`src/rtl/ysyx_22050612_mem_arbiter_if.sv`:
```
// ---------------------------------------------------------------------------
// ysyx_22050612_mem_arbiter_if
//
// Bundle of every handshake/bus signal around the memory arbiter:
//   ifu_*  : fetch requester (read-only), valid/ready request + rsp pulse
//   lsu_*  : load/store requester (read/write), valid/ready request + rsp pulse
//   mem_*  : the single shared memory port, valid/ready request and response
//
// Modports:
//   slave  : the arbiter's view (takes requests, drives memory side)
//   master : the environment's view (requesters + memory model)
// ---------------------------------------------------------------------------
interface ysyx_22050612_mem_arbiter_if #(
    parameter int ADDR_W = 64,
    parameter int DATA_W = 64
);
    // fetch side
    logic                  ifu_req_valid;
    logic                  ifu_req_ready;
    logic [ADDR_W-1:0]     ifu_addr;
    logic                  ifu_rsp_valid;
    logic [DATA_W-1:0]     ifu_rsp_data;

    // load/store side
    logic                  lsu_req_valid;
    logic                  lsu_req_ready;
    logic [ADDR_W-1:0]     lsu_addr;
    logic                  lsu_wen;
    logic [DATA_W-1:0]     lsu_wdata;
    logic [DATA_W/8-1:0]   lsu_wmask;
    logic                  lsu_rsp_valid;
    logic [DATA_W-1:0]     lsu_rsp_data;

    // memory side
    logic                  mem_req_valid;
    logic                  mem_req_ready;
    logic [ADDR_W-1:0]     mem_addr;
    logic                  mem_wen;
    logic [DATA_W-1:0]     mem_wdata;
    logic [DATA_W/8-1:0]   mem_wmask;
    logic                  mem_rsp_valid;
    logic                  mem_rsp_ready;
    logic [DATA_W-1:0]     mem_rsp_data;

    modport slave (
        input  ifu_req_valid, ifu_addr,
        output ifu_req_ready, ifu_rsp_valid, ifu_rsp_data,
        input  lsu_req_valid, lsu_addr, lsu_wen, lsu_wdata, lsu_wmask,
        output lsu_req_ready, lsu_rsp_valid, lsu_rsp_data,
        output mem_req_valid, mem_addr, mem_wen, mem_wdata, mem_wmask,
        input  mem_req_ready,
        input  mem_rsp_valid, mem_rsp_data,
        output mem_rsp_ready
    );

    modport master (
        output ifu_req_valid, ifu_addr,
        input  ifu_req_ready, ifu_rsp_valid, ifu_rsp_data,
        output lsu_req_valid, lsu_addr, lsu_wen, lsu_wdata, lsu_wmask,
        input  lsu_req_ready, lsu_rsp_valid, lsu_rsp_data,
        input  mem_req_valid, mem_addr, mem_wen, mem_wdata, mem_wmask,
        output mem_req_ready,
        output mem_rsp_valid, mem_rsp_data,
        input  mem_rsp_ready
    );
endinterface

```
`src/rtl/ysyx_22050612_mem_arbiter.sv`:
```
// ---------------------------------------------------------------------------
// ysyx_22050612_mem_arbiter
//
// Shares one memory port between instruction fetch (read-only) and the
// load/store path. One transaction in flight at a time:
//   IDLE : combinational grant, handshake latches the request fields
//   ADDR : mem_req_valid held with registered fields until mem_req_ready
//   WAIT : mem_rsp_ready high; response registered and pulsed to the owner
// Under contention the requester that was not granted last wins, so fetch
// and load/store alternate.
//
// Ports:
//   clk, rst_n : clock (rising edge), asynchronous active-low reset
//   bus        : ysyx_22050612_mem_arbiter_if.slave (ifu_*, lsu_*, mem_*)
//   busy       : high whenever the FSM is not IDLE
// ---------------------------------------------------------------------------
module ysyx_22050612_mem_arbiter #(
    parameter int ADDR_W = 64,
    parameter int DATA_W = 64
) (
    input  logic                          clk,
    input  logic                          rst_n,
    ysyx_22050612_mem_arbiter_if.slave    bus,
    output logic                          busy
);
    localparam int MASK_W = DATA_W / 8;

    typedef enum logic [1:0] {IDLE, ADDR, WAIT} state_t;
    typedef enum logic {OWN_IFU, OWN_LSU} owner_t;

    typedef struct packed {
        logic [ADDR_W-1:0] addr;
        logic              wen;
        logic [DATA_W-1:0] wdata;
        logic [MASK_W-1:0] wmask;
    } req_t;

    state_t            state, state_nxt;
    owner_t            owner, last_grant;
    req_t              req_q, req_sel;

    logic              gnt_ifu, gnt_lsu;
    logic              ifu_ready, lsu_ready, accept;
    logic              mem_req_valid, mem_rsp_ready, rsp_fire;

    logic              ifu_rsp_valid_q, lsu_rsp_valid_q;
    logic [DATA_W-1:0] ifu_rsp_data_q, lsu_rsp_data_q;

    // -----------------------------------------------------------------------
    // Grant: fetch wins when alone, or when both ask and load/store had the
    // previous grant. Load/store gets whatever fetch does not take.
    // -----------------------------------------------------------------------
    always_comb begin
        gnt_ifu = bus.ifu_req_valid &
                  (~bus.lsu_req_valid | (last_grant == OWN_LSU));
        gnt_lsu = bus.lsu_req_valid & ~gnt_ifu;
    end

    // Fetch requests are reads: force store fields to zero so the memory
    // never sees stale load/store data on a fetch.
    always_comb begin
        req_sel.addr  = bus.ifu_addr;
        req_sel.wen   = 1'b0;
        req_sel.wdata = '0;
        req_sel.wmask = '0;
        if (gnt_lsu) begin
            req_sel.addr  = bus.lsu_addr;
            req_sel.wen   = bus.lsu_wen;
            req_sel.wdata = bus.lsu_wdata;
            req_sel.wmask = bus.lsu_wmask;
        end
    end

    // -----------------------------------------------------------------------
    // FSM: next state and state-decoded outputs
    // -----------------------------------------------------------------------
    always_comb begin
        state_nxt     = state;
        ifu_ready     = 1'b0;
        lsu_ready     = 1'b0;
        mem_req_valid = 1'b0;
        mem_rsp_ready = 1'b0;
        unique case (state)
            IDLE: begin
                ifu_ready = gnt_ifu;
                lsu_ready = gnt_lsu;
                if (gnt_ifu | gnt_lsu) state_nxt = ADDR;
            end
            ADDR: begin
                mem_req_valid = 1'b1;
                if (bus.mem_req_ready) state_nxt = WAIT;
            end
            WAIT: begin
                mem_rsp_ready = 1'b1;
                if (bus.mem_rsp_valid) state_nxt = IDLE;
            end
            default: state_nxt = IDLE;
        endcase
    end

    assign accept   = ifu_ready | lsu_ready;
    // mem_rsp_valid only counts while mem_rsp_ready is high, so a late
    // response after reset or an early one during ADDR is dropped.
    assign rsp_fire = mem_rsp_ready & bus.mem_rsp_valid;

    always_ff @(posedge clk or negedge rst_n) begin
        if (!rst_n) begin
            state      <= IDLE;
            owner      <= OWN_IFU;
            last_grant <= OWN_LSU;   // first conflict after reset goes to fetch
            req_q      <= '0;
        end else begin
            state <= state_nxt;
            if (accept) begin
                req_q      <= req_sel;
                owner      <= gnt_lsu ? OWN_LSU : OWN_IFU;
                last_grant <= gnt_lsu ? OWN_LSU : OWN_IFU;
            end
        end
    end

    // -----------------------------------------------------------------------
    // Response return: one-cycle pulse to the owner only; data registers
    // hold until the next response for the same requester.
    // -----------------------------------------------------------------------
    always_ff @(posedge clk or negedge rst_n) begin
        if (!rst_n) begin
            ifu_rsp_valid_q <= 1'b0;
            lsu_rsp_valid_q <= 1'b0;
            ifu_rsp_data_q  <= '0;
            lsu_rsp_data_q  <= '0;
        end else begin
            ifu_rsp_valid_q <= rsp_fire & (owner == OWN_IFU);
            lsu_rsp_valid_q <= rsp_fire & (owner == OWN_LSU);
            if (rsp_fire && owner == OWN_IFU) ifu_rsp_data_q <= bus.mem_rsp_data;
            if (rsp_fire && owner == OWN_LSU) lsu_rsp_data_q <= bus.mem_rsp_data;
        end
    end

    // -----------------------------------------------------------------------
    // Output mapping
    // -----------------------------------------------------------------------
    assign bus.ifu_req_ready = ifu_ready;
    assign bus.lsu_req_ready = lsu_ready;
    assign bus.ifu_rsp_valid = ifu_rsp_valid_q;
    assign bus.ifu_rsp_data  = ifu_rsp_data_q;
    assign bus.lsu_rsp_valid = lsu_rsp_valid_q;
    assign bus.lsu_rsp_data  = lsu_rsp_data_q;

    assign bus.mem_req_valid = mem_req_valid;
    assign bus.mem_addr      = req_q.addr;
    assign bus.mem_wen       = req_q.wen;
    assign bus.mem_wdata     = req_q.wdata;
    assign bus.mem_wmask     = req_q.wmask;
    assign bus.mem_rsp_ready = mem_rsp_ready;

    assign busy = (state != IDLE);

endmodule

```
`src/flat_wrapper.sv`:
```
// flat-port wrapper written by rule: the top's interface ports become plain ports
module ysyx_22050612_mem_arbiter_flat 
#(
    parameter int ADDR_W = 64,
    parameter int DATA_W = 64
)
  (clk, rst_n, busy, bus_ifu_req_valid, bus_ifu_addr, bus_ifu_req_ready, bus_ifu_rsp_valid, bus_ifu_rsp_data, bus_lsu_req_valid, bus_lsu_addr, bus_lsu_wen, bus_lsu_wdata, bus_lsu_wmask, bus_lsu_req_ready, bus_lsu_rsp_valid, bus_lsu_rsp_data, bus_mem_req_valid, bus_mem_addr, bus_mem_wen, bus_mem_wdata, bus_mem_wmask, bus_mem_req_ready, bus_mem_rsp_valid, bus_mem_rsp_data, bus_mem_rsp_ready);
  ysyx_22050612_mem_arbiter_if #(.ADDR_W(ADDR_W), .DATA_W(DATA_W)) bus_i ();
  input  logic clk;
  input  logic rst_n;
  output logic busy;
  input wire logic [$bits(bus_i.ifu_req_valid)-1:0] bus_ifu_req_valid;
  input wire logic [$bits(bus_i.ifu_addr)-1:0] bus_ifu_addr;
  output wire logic [$bits(bus_i.ifu_req_ready)-1:0] bus_ifu_req_ready;
  output wire logic [$bits(bus_i.ifu_rsp_valid)-1:0] bus_ifu_rsp_valid;
  output wire logic [$bits(bus_i.ifu_rsp_data)-1:0] bus_ifu_rsp_data;
  input wire logic [$bits(bus_i.lsu_req_valid)-1:0] bus_lsu_req_valid;
  input wire logic [$bits(bus_i.lsu_addr)-1:0] bus_lsu_addr;
  input wire logic [$bits(bus_i.lsu_wen)-1:0] bus_lsu_wen;
  input wire logic [$bits(bus_i.lsu_wdata)-1:0] bus_lsu_wdata;
  input wire logic [$bits(bus_i.lsu_wmask)-1:0] bus_lsu_wmask;
  output wire logic [$bits(bus_i.lsu_req_ready)-1:0] bus_lsu_req_ready;
  output wire logic [$bits(bus_i.lsu_rsp_valid)-1:0] bus_lsu_rsp_valid;
  output wire logic [$bits(bus_i.lsu_rsp_data)-1:0] bus_lsu_rsp_data;
  output wire logic [$bits(bus_i.mem_req_valid)-1:0] bus_mem_req_valid;
  output wire logic [$bits(bus_i.mem_addr)-1:0] bus_mem_addr;
  output wire logic [$bits(bus_i.mem_wen)-1:0] bus_mem_wen;
  output wire logic [$bits(bus_i.mem_wdata)-1:0] bus_mem_wdata;
  output wire logic [$bits(bus_i.mem_wmask)-1:0] bus_mem_wmask;
  input wire logic [$bits(bus_i.mem_req_ready)-1:0] bus_mem_req_ready;
  input wire logic [$bits(bus_i.mem_rsp_valid)-1:0] bus_mem_rsp_valid;
  input wire logic [$bits(bus_i.mem_rsp_data)-1:0] bus_mem_rsp_data;
  output wire logic [$bits(bus_i.mem_rsp_ready)-1:0] bus_mem_rsp_ready;
  assign bus_i.ifu_req_valid = bus_ifu_req_valid;
  assign bus_i.ifu_addr = bus_ifu_addr;
  assign bus_ifu_req_ready = bus_i.ifu_req_ready;
  assign bus_ifu_rsp_valid = bus_i.ifu_rsp_valid;
  assign bus_ifu_rsp_data = bus_i.ifu_rsp_data;
  assign bus_i.lsu_req_valid = bus_lsu_req_valid;
  assign bus_i.lsu_addr = bus_lsu_addr;
  assign bus_i.lsu_wen = bus_lsu_wen;
  assign bus_i.lsu_wdata = bus_lsu_wdata;
  assign bus_i.lsu_wmask = bus_lsu_wmask;
  assign bus_lsu_req_ready = bus_i.lsu_req_ready;
  assign bus_lsu_rsp_valid = bus_i.lsu_rsp_valid;
  assign bus_lsu_rsp_data = bus_i.lsu_rsp_data;
  assign bus_mem_req_valid = bus_i.mem_req_valid;
  assign bus_mem_addr = bus_i.mem_addr;
  assign bus_mem_wen = bus_i.mem_wen;
  assign bus_mem_wdata = bus_i.mem_wdata;
  assign bus_mem_wmask = bus_i.mem_wmask;
  assign bus_i.mem_req_ready = bus_mem_req_ready;
  assign bus_i.mem_rsp_valid = bus_mem_rsp_valid;
  assign bus_i.mem_rsp_data = bus_mem_rsp_data;
  assign bus_mem_rsp_ready = bus_i.mem_rsp_ready;
  ysyx_22050612_mem_arbiter #(.ADDR_W(ADDR_W), .DATA_W(DATA_W)) u_core (.clk(clk), .rst_n(rst_n), .bus(bus_i), .busy(busy));
endmodule
```
`config.mk`:
```
export PLATFORM = sky130hd
export DESIGN_NAME = ysyx_22050612_mem_arbiter_flat
export DESIGN_NICKNAME = d
export VERILOG_FILES = /design/src/rtl/ysyx_22050612_mem_arbiter_if.sv /design/src/rtl/ysyx_22050612_mem_arbiter.sv /design/src/flat_wrapper.sv
export SDC_FILE = /design/constraint.sdc
export NUM_CORES = 1
export LEC_CHECK = 0
export BUFFER_PORTS_ARGS = -buffer_cell sky130_fd_sc_hd__buf_2
export CAP_MARGIN = 40
export CORE_AREA = 2 2 211 213
export CTS_CLUSTER_DIAMETER = 100
export DETAILED_ROUTE_END_ITERATION = 8
export DIE_AREA = 0 0 213 215
export SLEW_MARGIN = 0
export SYNTH_ARGS = -nofsm -noshare
export SYNTH_HDL_FRONTEND = slang
export SYNTH_SLANG_ARGS = --single-unit
```
`constraint.sdc`:
```
create_clock -name clk -period 4.5 [get_ports clk]
set_clock_uncertainty 0.05 [all_clocks]
set_input_delay 0.225 -clock clk [delete_from_list [all_inputs] [get_ports clk]]
set_output_delay 0.225 -clock clk [all_outputs]
set_load 0.02 [all_outputs]
```
==> run metrics, run 1 <==
IO buf count=542; EDFF count, synth=0; io pins=543; ys flop type=dfrtp_1; maximum clock rate=0.336 GHz; Routed WL=38300 µm; Die Wd=approximately 210 µm; post-synthesis adder-cell area fraction=0; final setup vio count=0; Total GRT Usage=0.159; vias after detailed routing=10100; Die Height=between 200 and 250 µm; Die ar.=45800 µm²; syn_nets=1087; reg-to-reg endpoint=u_core.bus.mem_addr[49]; vias per cell=4.53; r2r worst-path depth=6; first-pass GRT wire length=58300 µm; CORE AREA=43600 µm²; CP Class=register to register; Post-CTS Setup Repair Bufs=0; number of global-route vias before repair=10800; Seq cells post-synth=271; post-synthesis mux area share=0.151; Initial DRC Count=slightly below 600; Pwr Density=718 nW/µm²; Crit path arrival time=3.37 ns; Async SR Flop Fraction=1.00; Synth Area in XOR/XNOR=0; Worst setup SP type=register; CP Capture Type=register; Clock transition at path regs=0.06 ns; largest family of logic cells by synthesized area=multiplexers; status=finished clean; CTS tree=built; critical-path maximum fanout=34; Cell Area, Synth=10700 µm²; initial antenna violation count=1; hold depth=3; row cnt=between 70 and 80; Final Max Tran Viols=0; clock sinks=271; Synth Area in Compound Gates=0.131; Hold Path End=u_core.owner; WP data required=4.89 ns; Initial Util=0.246; Cells after Synth=816; Peak supply drop=0.348 mV; Num CTS Buffers=31; DRT Pass-1 Iters=5; area delta synth->final=65.1%; Max Cap Viol=0; htree depth=1; post-synthesis average cell area=13.2 µm²; Tcrit/Tclk final=0.661; share of Yosys cell area claimed by the top area cell type=0.629; Yosys top cell by area=dfrtp_1; Final HPWL DP=24900 µm; Lkg Pwr=8.89 nW; GRT overflow=0; Min-Delay Path Class=input port to register; final hold viol count=0; Residual DRC=0; RSZ-0062 raised after global routing=false; setup TNS=0 ns; Netlist cell types=28; placed inst area=14000 µm²; largest net degree at the start of global routing=120; R2R Setup Slk=1.52 ns; top cells by count, synth=dfrtp_1, nand2_1, a22o_1, a21oi_1, a31oi_1; Slew @ Worst Pin=0.863 ns; Area contributors post-synth=dfrtp_1, mux2_4, a22o_1, mux2_1, nand2_1; later-pin clock latency in the skew report=0.58 ns; crit path time final=2.98 ns; post-route cell area=17700 µm²; clk buf depth=3; relative slew slack=0.424; Resized cells post-CTS=0; post-route ant nets=0; ANT cells=0; Design Power=12.7 mW; reg2reg start=u_core.state[0]; share of cells above drive strength 1=0.424; number of synthesis warnings=0; count leader, synth=dfrtp_1; WL/cell=17.2 µm; post-synthesis sequential area ratio=0.631; GPL Wtd Cong=0.863; Root Buffer=clkbuf_16; Final #Nets=1880; Hold Startpoint=bus_ifu_req_valid; simple-gate share of the synthesized area=0.0524; Critical Path Start=u_core.state[0]
state kept, by name, indices dropped and copies added, names as in the netlist:
signal	count
u_core.bus.lsu_rsp_valid	1
u_core.last_grant	1
u_core.bus.lsu_rsp_data	64
u_core.bus.mem_wdata	64
u_core.state	2
u_core.bus.ifu_rsp_data	64
u_core.bus.mem_wen	1
u_core.bus.mem_wmask	8
u_core.bus.mem_addr	64
u_core.bus.ifu_rsp_valid	1
u_core.owner	1
kinds of logic (layout without fill, tap and decap cells):
logic type / count (synthesis) / after routing
mux: 128 / 128
compound gates: 207 / 207
flops: 271 / 271
buf+inv: 69 / 885
simple gates: 141 / 141
what timing repair did:
item,CTS,global route
hold endpoints to repair,319,0
setup endpoints to repair,0,0
hold buffers,269,0
critical path: stages (launching register included):
cell	delay, ns
dfrtp_1	0.49
nor2_4	0.12
buf_4	0.32
and2_2	0.62
buf_4	0.46
a31oi_1	0.15
dlygate4sd3_1	0.60
layer usage:
layer,vias to the layer above,share of wire,GRT usage
met4,0,0.041,0.0704
met5,-,0,0
li1,4508,-,-
met2,562,0.49,0.275
met1,4887,0.39,0.186
met3,114,0.084,0.0380
metrics by stage:
step | setup slack, ns | utilization | hold slack, ns | std cells
6_report | 1.52 | 0.406 | 0.0843 | 2224
5_1_grt | 1.34 | 0.406 | 0.125 | 2224
4_1_cts | 1.53 | 0.406 | 0.0658 | 2224
3_5_place_dp | 1.85 | 0.322 | 0.100 | 1899
3_3_place_gp | 1.90 | 0.321 | 0.103 | 1898
2_1_floorplan | 2.84 | - | -0.121 | 816
final cells by class:
cell class	count	area [µm²]
tap	592	741
timing repair buffer	825	5570
clock inverter	10	120
inverter	4	15.0
fill	4040	25900
multi-input combinational	476	3630
sequential	271	6780
clock buffer	46	882
how the worst max path moves through the flow:
stage	endpoint	slack [ns]	depth (start not counted)
after global routing	u_core.bus.mem_addr[53]	1.34	6
after global placement	u_core.bus.ifu_rsp_data[12]	1.90	4
after detailed placement	u_core.bus.ifu_rsp_data[12]	1.85	4
final	u_core.bus.mem_addr[49]	1.52	6
after floorplan	u_core.bus.ifu_rsp_data[14]	2.84	5
after CTS	u_core.bus.mem_addr[3]	1.53	6
power breakdown:
group	total [mW]	switching [mW]	internal [mW]
logic	5.92	3.35	2.57
registers	4.34	0.712	3.62
clock network	2.47	1.01	1.47
cells in the final DEF, fill, tap and decap left out:
| master | count |
|---|---|
| mux2_1 | 49 |
| inv_1 | 4 |
| buf_2 | 541 |
| mux2_2 | 30 |
| nor2b_1 | 1 |
| clkbuf_1 | 10 |
| a31oi_1 | 64 |
| buf_16 | 1 |
| or2_2 | 1 |
| o22ai_1 | 1 |
| clkbuf_16 | 31 |
| a21bo_2 | 1 |
| nor3_4 | 1 |
| bufinv_16 | 2 |
| buf_12 | 2 |
| nor3b_1 | 1 |
| clkinv_2 | 5 |
| clkinvlp_4 | 2 |
| buf_4 | 11 |
| a21o_1 | 2 |
| buf_8 | 1 |
| nor2_4 | 1 |
| nand3_4 | 1 |
| and3b_2 | 1 |
| a22o_1 | 73 |
| clkbuf_8 | 5 |
| a21boi_4 | 1 |
| mux2_4 | 49 |
| dfstp_2 | 1 |
| a21oi_1 | 65 |
| and2_2 | 1 |
| dlygate4sd3_1 | 269 |
| nor2_1 | 1 |
| nand2_1 | 130 |
| inv_16 | 1 |
| nor2b_4 | 1 |
| dfrtp_1 | 270 |
| nand2_2 | 1 |
No activity file was read; power rests on OpenSTA's default activity.
==> inputs of run 2 (changes only) <==
--- a/config.mk
+++ b/config.mk
@@ -5,12 +5,13 @@
 export SDC_FILE = /design/constraint.sdc
 export NUM_CORES = 1
 export LEC_CHECK = 0
+export ABC_AREA = 1
 export BUFFER_PORTS_ARGS = -buffer_cell sky130_fd_sc_hd__buf_2
 export CAP_MARGIN = 40
-export CORE_AREA = 2 2 211 213
+export CORE_AREA = 2 2 210 212
 export CTS_CLUSTER_DIAMETER = 100
 export DETAILED_ROUTE_END_ITERATION = 8
-export DIE_AREA = 0 0 213 215
+export DIE_AREA = 0 0 212 214
 export SLEW_MARGIN = 0
 export SYNTH_ARGS = -nofsm -noshare
 export SYNTH_HDL_FRONTEND = slang
==> constraint.sdc (replaced) <==
create_clock -name clk -period 3 [get_ports clk]
set_clock_uncertainty 0.05 [all_clocks]
set_input_delay 0.15 -clock clk [delete_from_list [all_inputs] [get_ports clk]]
set_output_delay 0.15 -clock clk [all_outputs]
set_load 0.02 [all_outputs]
==> run 2 against run 1 <==
Setup slack worse by 1.1 ns. Sequential share of layout area down 0.94 points. Critical path depth up 1. Cell count up 21%. Largest cell class unchanged.
==> run metrics, run 2 <==
status=finished clean; utilization after layout=0.424; clock sinks=271; number of synthesis warnings=0; Die Height=214 µm; Cell Area, Synth=11300 µm²; Initial Util=0.262; syn_nets=1580; commonest non-fill, non-tap cell in the layout=nand2_1; Max Cap Viol=0; DRT Pass-1 Iters=5; Root Buffer=clkbuf_16; Hold Startpoint=bus_ifu_req_valid; Netlist cell types=19; reg2reg start=u_core.last_grant; switch share=0.427; initial antenna violation count=3; later-pin clock latency in the skew report=~0.56 ns; reg-to-reg endpoint=u_core.bus.mem_addr[0]; Place WS=0.935 ns; worst-path cell chain=a21o_2 -> buf_4 -> nand2_1 -> nand2_1 -> dlygate4sd3_1 -> nand2_1 -> nand2_1; Design Power=18.1 mW; htree depth=1; io pins=543; clk buf depth=3; vias after detailed routing=11900; GRT overflow=0; area delta synth->final=61.6%; Seq cells post-synth=271; Crit path arrival time=2.98 ns; final setup vio count=0; worst path buffer plus inverter count=2; GPL Wtd Cong=0.887; share of total power in combinational logic=0.443; maximum clock rate=between 0.3 and 0.4 GHz; Worst setup SP type=register; Hold Path End=u_core.bus.mem_wmask[1]; EDFF count, synth=0; Area contributors post-synth=dfrtp_1, nand2_1, nand3_1, o21ai_1, buf_2; Fill cells=4168; Pwr Density=996 nW/µm²; crit-path most repeated cell=nand2_1; largest net degree at the start of global routing=136; CORE AREA=42900 µm²; Worst path top cell family by delay=buffers and inverters; Peak supply drop=0.454 mV; Switch Pwr=7.73 mW; post-route ant nets=0; Min-Delay Path Class=input port to register; Initial DRC Count=between 800 and 900; Clk pwr share=0.210; count leader, synth=nand2_1; crit path time final=2.53 ns; WL/cell=15.4 µm; Slew @ Worst Pin=approximately 0.8 ns; CTS tree=built; CP Class=register to register; vias per cell=4.40; r2r worst-path depth=7; most frequent cells in the layout=nand2_1, buf_2, dfrtp_1; post-route cell area=~18000 µm²; CP peak stage delay=between 0.5 and 0.6 ns; Final HPWL DP=between 20000 and 30000 µm; Clock transition at path regs=0.06 ns; RSZ-0062 raised after global routing=false; hold depth=4; Cells after Synth=1309; Die Wd=212 µm; Yosys top cell by area=dfrtp_1; Final Max Tran Viols=0; post-synthesis sequential area ratio=0.603; Final #Nets=between 2000 and 2500; sequential share of power=0.347; critical-path maximum fanout=46; Routed WL=41400 µm; WP data required=3.46 ns; post-synthesis average cell area=8.60 µm²; share of cells above drive strength 1=0.297; Num CTS Buffers=30; number of global-route vias before repair=12200; CP Capture Type=register; Slowest-stage cell, CP=dfstp_2; Lkg Pwr=10.2 nW; Residual DRC=0; first-pass GRT wire length=around 64000 µm; Setup WS post-layout=around 0.47 ns; top cells by count, synth=nand2_1, dfrtp_1, nand3_1, o21ai_1, inv_1; share of Yosys cell area claimed by the top area cell type=0.600; R2R Setup Slk=roughly 0.47 ns; placed inst area=14500 µm²; ys flop type=dfrtp_1; relative slew slack=0.465; IO buf count=542; setup TNS=0 ns; Tcrit/Tclk final=0.842; Async SR Flop Fraction=1.00; Internal=10.4 mW; Total GRT Usage=0.176; Die ar.=45400 µm²; row cnt=76; final hold viol count=0
run 2: cell count changes after synthesis, moves of 30 or more:
cell and delta:
a21oi_1 -65, a22o_1 -73, a31oi_1 -64, buf_2 +34, inv_1 +69, mux2_1 -49
mux2_2 -30, mux2_4 -49, nand2_1 +467, nand3_1 +136, o21ai_1 +123
run 2: timing repair:
action | 4_1_cts | 5_1_grt
endpoints found under the hold margin | 359 | 0
buffers inserted | 0 | 0
gates resized for setup | 0 | 0
hold buffers | 268 | 0
run 2: tightest hold or removal path, delay by kind of cell:
family	cells	cell delay, ns
buffers and inverters	1	0.16
AND/OR/NAND/NOR	3	0.27
run 2: worst max path at each step:
stage	cells past startpoint	from	slack [ns]	end
final	7	u_core.last_grant	0.47	u_core.bus.mem_addr[0]
after global routing	7	u_core.last_grant	0.33	u_core.bus.mem_addr[16]
after global placement	5	u_core.state[0]	0.97	u_core.bus.ifu_rsp_data[23]
after CTS	5	u_core.state[0]	0.44	bus_ifu_req_ready
after detailed placement	5	u_core.state[0]	0.94	u_core.bus.lsu_rsp_data[8]
after floorplan	6	u_core.state[0]	1.63	u_core.bus.ifu_rsp_data[54]
run 2: area by class of cell:
type / instances / area [µm²] / share of cell area
inverter: 75 / 282 / 0.0155
antenna: 2 / 5.00 / 0.000275
tap: 585 / 732 / 0.0402
clock buffer: 44 / 925 / 0.0508
timing repair buffer: 830 / 5640 / 0.310
clock inverter: 10 / 115 / 0.00633
multi-input combinational: 876 / 3710 / 0.204
sequential: 271 / 6780 / 0.373
run 2: routing by layer:
layer	global-route usage	routed length (µm)	up-vias
met5	0	11	-
met1	0.201	15800	5553
met4	0.0873	2120	2
li1	-	-	5670
met2	0.315	20900	493
met3	0.0302	2510	135
run 2: logic make-up after synthesis:
| kind of cell | after synthesis | share of synthesized area |
|---|---|---|
| simple gates | 743 | 0.266 |
| buf+inv | 162 | 0.0712 |
| compound gates | 133 | 0.0599 |
| flops | 271 | 0.603 |
run 2: power groups by stage:
stage / Sequential (mW) / Combinational (mW) / Clock [mW]
after CTS: 6.27 / 8.08 / 3.94
after global routing: 6.49 / 8.73 / 4.08
after global placement: 6.25 / 7.48 / 0
after detailed placement: 6.29 / 7.65 / 0
after floorplan: 8.24 / 2.74 / 0
final: 6.29 / 8.02 / 3.81
run 2: per-stage QoR:
step / std cells / hold WS, ns
global route: 2693 / 0.0331
floorplan: 1309 / -0.196
global placement: 2368 / 0.211
finish: 2693 / 0.0180
CTS: 2691 / 0.00863
detailed placement: 2369 / 0.216
